$ cat config.mk
export PLATFORM = sky130hd
export DESIGN_NAME = multi_latch_bank
export DESIGN_NICKNAME = d
export VERILOG_FILES = /design/src/rtl/multi_latch_bank.sv
export SDC_FILE = /design/constraint.sdc
export NUM_CORES = 1
export LEC_CHECK = 0
export BUFFER_PORTS_ARGS = -buffer_cell sky130_fd_sc_hd__buf_2
export CAP_MARGIN = 10
export CORE_UTILIZATION = 45
export DETAILED_ROUTE_END_ITERATION = 10
export PLACE_DENSITY = 0.66
export RECOVER_POWER = 50
export SLEW_MARGIN = 20
export SYNTH_ARGS = -nofsm -noshare
export SYNTH_HDL_FRONTEND = slang
export SYNTH_SLANG_ARGS = --single-unit
$ cat constraint.sdc
create_clock -name clk -period 2 [get_ports clk]
set_clock_uncertainty 0.15 [all_clocks]
set_input_delay 0.4 -clock clk [delete_from_list [all_inputs] [get_ports clk]]
set_output_delay 0.4 -clock clk [all_outputs]
set_load 0.01 [all_outputs]
$ cat src/rtl/multi_latch_bank.sv
// multi_latch_bank: NREG edge-triggered capture registers sharing one write
// bus, read out through NPORT independent OR-combining read ports.
//
// Each register captures `in` on a rising edge of its own `latch` level
// (edge detected against a per-register history bit). `clr` zeroes a register
// synchronously and always beats a coincident capture. Read ports are purely
// combinational: port p is the OR of every register whose oe bit is set.
//
// Optional feature (macro MULTI_LATCH_BANK_CONFLICT_EN):
//   adds output `conflict` (NPORT bits). conflict[p] is a sticky flag that
//   sets on any clock where two or more registers are enabled onto port p.
//   With the macro undefined the port and its logic do not exist.
//
// Interface notes: there is no handshake. `latch` and `clr` are level inputs
// sampled on every rising clk; `out` and `valid` are continuously valid.
// Reset is asynchronous and active low.

module multi_latch_bank #(
   parameter int WIDTH = 12,
   parameter int NREG  = 4,
   parameter int NPORT = 2
) (
   input  logic                   clk,
   input  logic                   reset,
   input  logic [WIDTH-1:0]       in,
   input  logic [NREG-1:0]        latch,
   input  logic [NREG-1:0]        clr,
   input  logic [NPORT*NREG-1:0]  oe,
   output logic [NPORT*WIDTH-1:0] out,
   output logic [NREG-1:0]        valid
`ifdef MULTI_LATCH_BANK_CONFLICT_EN
   ,
   output logic [NPORT-1:0]       conflict
`endif
);

   // Stored words and their valid flags.
   logic [WIDTH-1:0] data [NREG];
   logic [NREG-1:0]  valid_q;

   // Previous-clock sample of latch. Resets to ones so that a latch already
   // high when reset releases is not mistaken for a fresh rising edge.
   logic [NREG-1:0]  latch_q;

   // One-clock capture strobe per register.
   logic [NREG-1:0]  capture;

   assign capture = latch & ~latch_q;
   assign valid   = valid_q;

   // Edge history: follows latch every clock, independent of clr, so an edge
   // swallowed by a clear is not replayed later.
   always_ff @(posedge clk or negedge reset) begin
      if (!reset) begin
         latch_q <= '1;
      end else begin
         latch_q <= latch;
      end
   end

   // Storage: clear has priority over capture; all capturing registers take
   // the same `in` word.
   always_ff @(posedge clk or negedge reset) begin
      if (!reset) begin
         for (int r = 0; r < NREG; r++) begin
            data[r] <= '0;
         end
         valid_q <= '0;
      end else begin
         for (int r = 0; r < NREG; r++) begin
            if (clr[r]) begin
               data[r]    <= '0;
               valid_q[r] <= 1'b0;
            end else if (capture[r]) begin
               data[r]    <= in;
               valid_q[r] <= 1'b1;
            end
         end
      end
   end

   // Read ports: wired-OR of every enabled register, zero when none enabled.
   // Reads only stored data, so `in` never reaches `out` directly.
   always_comb begin
      out = '0;
      for (int p = 0; p < NPORT; p++) begin
         for (int r = 0; r < NREG; r++) begin
            if (oe[p*NREG + r]) begin
               out[p*WIDTH +: WIDTH] = out[p*WIDTH +: WIDTH] | data[r];
            end
         end
      end
   end

`ifdef MULTI_LATCH_BANK_CONFLICT_EN
   // Per-port detection of two or more simultaneous enables.
   logic [NPORT-1:0] seen_one;
   logic [NPORT-1:0] multi_en;

   // Scan each port's enables: a second set bit after the first marks overlap.
   always_comb begin
      seen_one = '0;
      multi_en = '0;
      for (int p = 0; p < NPORT; p++) begin
         for (int r = 0; r < NREG; r++) begin
            if (oe[p*NREG + r]) begin
               if (seen_one[p]) begin
                  multi_en[p] = 1'b1;
               end
               seen_one[p] = 1'b1;
            end
         end
      end
   end

   // Sticky conflict flags, only cleared by reset.
   always_ff @(posedge clk or negedge reset) begin
      if (!reset) begin
         conflict <= '0;
      end else begin
         conflict <= conflict | multi_en;
      end
   end
`endif

endmodule

==> flow_metrics.py <==
metrics = {
    "place": {
        "gp_congestion": 0.877,
        "dp.cells": 444,
        "placed_cell_area_um2": 3680,
        "port_buffers": 57,
        "dp_hpwl_um": 6280,
    },
    "synthesis": {
        "synth_xor_xnor_area_share_pct": 0,
        "syn_nets": 338,
        "syn_area_per_cell_um2": 10.9,
        "synthDistinctLibCells": 12,
        "synth_area_um2": 3350,
        "async_flop_share_pct": 100,
        "synth-compound-area-share_pct": 23.6,
        "ys.flop_type": "dfrtp_1",
        "synth_edf_count": 0,
        "ys_ff_latch": 56,
        "post-synth-top-count-cell": "dfrtp_1",
        "synth_fa_ha_area_share_pct": 0,
        "synthMuxAreaShare_pct": 0,
        "synth_top_area_share_pct": 38.9,
        "synth_top_family_by_area": "simple AND/OR/NAND/NOR gates",
        "syn_inst": 308,
        "post_synth_and_or_nand_nor_area_fraction_pct": 29.4,
        "synth_common_cells": "dfrtp_1, a22oi_1, nand2b_1, nand4bb_1, o21ai_2",
        "synth_seq_area_share_pct": 42.0,
        "synthTopCellsByArea": "dfrtp_1, nand4bb_1, a22oi_1",
        "synth_top_area_cell": "dfrtp_1",
        "synth_warnings": 0,
    },
    "drt": {
        "wl_per_cell_um": 19.0,
        "drtIter0Drc": 141,
        "wl_um": 8610,
        "dr.pass1.iters": 4,
        "via_per_inst": 5.86,
        "ant_nets": 0,
        "drc_errors": 0,
        "vias": 2656,
    },
    "cts": {
        "cts_setup_buffers": 0,
        "cts_tree": "done",
        "cts_htree_levels": 2,
        "clk_pin_slew_ps": 100,
        "cts_sinks": 56,
        "cts_buffers": 5,
        "clockRootBuffer": "clkbuf_8",
        "clk_latency_ps": 310,
        "clockBufferDepth": 2,
        "ctsResizeCount": 0,
        "hold_buffers": 1,
    },
    "sta": {
        "max_freq_mhz": 577,
        "period_share_pct": 86.6,
        "rsz0062_at_grt": "no",
        "totalNegativeSetupSlack_ps": 0,
        "tightest_slew_ps": 636,
        "relSlewSlack_pct": 57.6,
        "setup_viol": 0,
        "hold_viol": 0,
        "post-route-min-period_ps": 1730,
        "slew_viol_final": 0,
    },
    "setup_path": {
        "arrival_ps": 1180,
        "end_kind": "primary output",
        "startpoint_type": "register",
        "path_class": "reg -> out",
        "required_ps": 1450,
        "cp_max_fo": 3,
        "ff2ff_path_depth": 3,
    },
    "floorplan": {
        "dieArea_um2": 7790,
        "die_h_um": 88.3,
        "coreArea_um2": 7210,
        "die_w_um": 88.3,
        "ios": 58,
        "start_util_pct": 46.4,
        "num_rows": 31,
    },
    "power_and_ir_drop": {
        "total_power_mw": 2.40,
        "p_leak_nw": 1.59,
        "ir_drop_uv": 327,
        "power_density_nw_per_um2": 660,
    },
    "cells_and_area": {
        "antenna_cells": 0,
        "nets": 383,
        "design_area_um2": 3640,
        "layout-drive-gt1-share_pct": 23.7,
        "fin_util_pct": 50.5,
        "area_growth_pct": 8.74,
        "fillers": 724,
        "fin_cells": 453,
    },
    "global_routing": {
        "grt_max_degree": 26,
        "grt-ovfl-total": 0,
        "antenna_found_initial": 0,
        "grt_pass1_vias": 2584,
        "grt_pass1_wl_um": 14200,
        "track_usage_pct": 24.0,
    },
    "min_path": {
        "hold_class": "in -> reg",
        "whs_path_depth": 3,
    },
    "job": {
        "cap_violations": 0,
    },
    "outcome": {
        "status": "complete, no violations",
    },
}
[power breakdown]
| group | switching, mW | total (mW) | internal [mW] |
|---|---|---|---|
| logic | 0.240 | 0.416 | 0.176 |
| registers | 0.0622 | 1.25 | 1.19 |
| clock network | 0.363 | 0.736 | 0.372 |
[final timing paths]
check	startpoint	end	slack [ps]
worst max-delay path	data[12]	out[12]	270
worst min-delay path	in[3]	data[15]	270
worst max register to register	latch_q[0]	data[44]	320
worst min register to register	valid[2]	valid[2]	350
max in group asynchronous	reset	latch_q[1]	410
min in group asynchronous	reset	data[35]	460
[flip-flops by register name, summed over array words and instances (netlist names)]
signal,cells
data,48
latch_q,4
valid,4
[critical path, stage by stage, from the launching register on]
cell	delay, ps
dfrtp_1	410
a22oi_1	210
nand2_1	100
buf_2	150
[cell families after synthesis]
group | count (synthesis)
simple gates | 124
compound gates | 100
flops | 56
buf+inv | 28
[routing by layer]
layer	wire [µm]	global-route usage, %	up-vias
met5	0	0	-
met4	105	5.87	0
met3	362	4.94	9
met2	4110	37.8	73
met1	4030	33.9	1333
li1	-	-	1241
[layout make-up]
type / count / area [µm²] / share of cell area (%)
well taps: 99 / 124 / 3.40
multi-input cells: 224 / 1660 / 45.6
clock inverters: 2 / 35.0 / 0.962
repair buffers: 66 / 343 / 9.42
clock buffers: 6 / 72.6 / 1.99
flip-flops and latches: 56 / 1410 / 38.6
[per-stage QoR]
step	hold slack, ps	setup WS (ps)
global route	264	160
CTS	224	244
finish	273	268
floorplan	-45.6	620
global placement	277	422
detailed placement	269	417
[cell usage in the layout (no fill, tap or decap), types with 2 or more instances in the layout]
master and n:
clkbuf_8 5, nor2b_2 3, clkbuf_2 2, o21ai_2 15, o21ai_0 29, o21ai_1 4
o21ba_1 4, nand2_1 24, nand4bb_1 48, buf_2 56, dfstp_1 4, a22oi_1 48
nand2b_1 48, dfrtp_1 52, clkbuf_1 7
(Power assumes the default switching activity.)
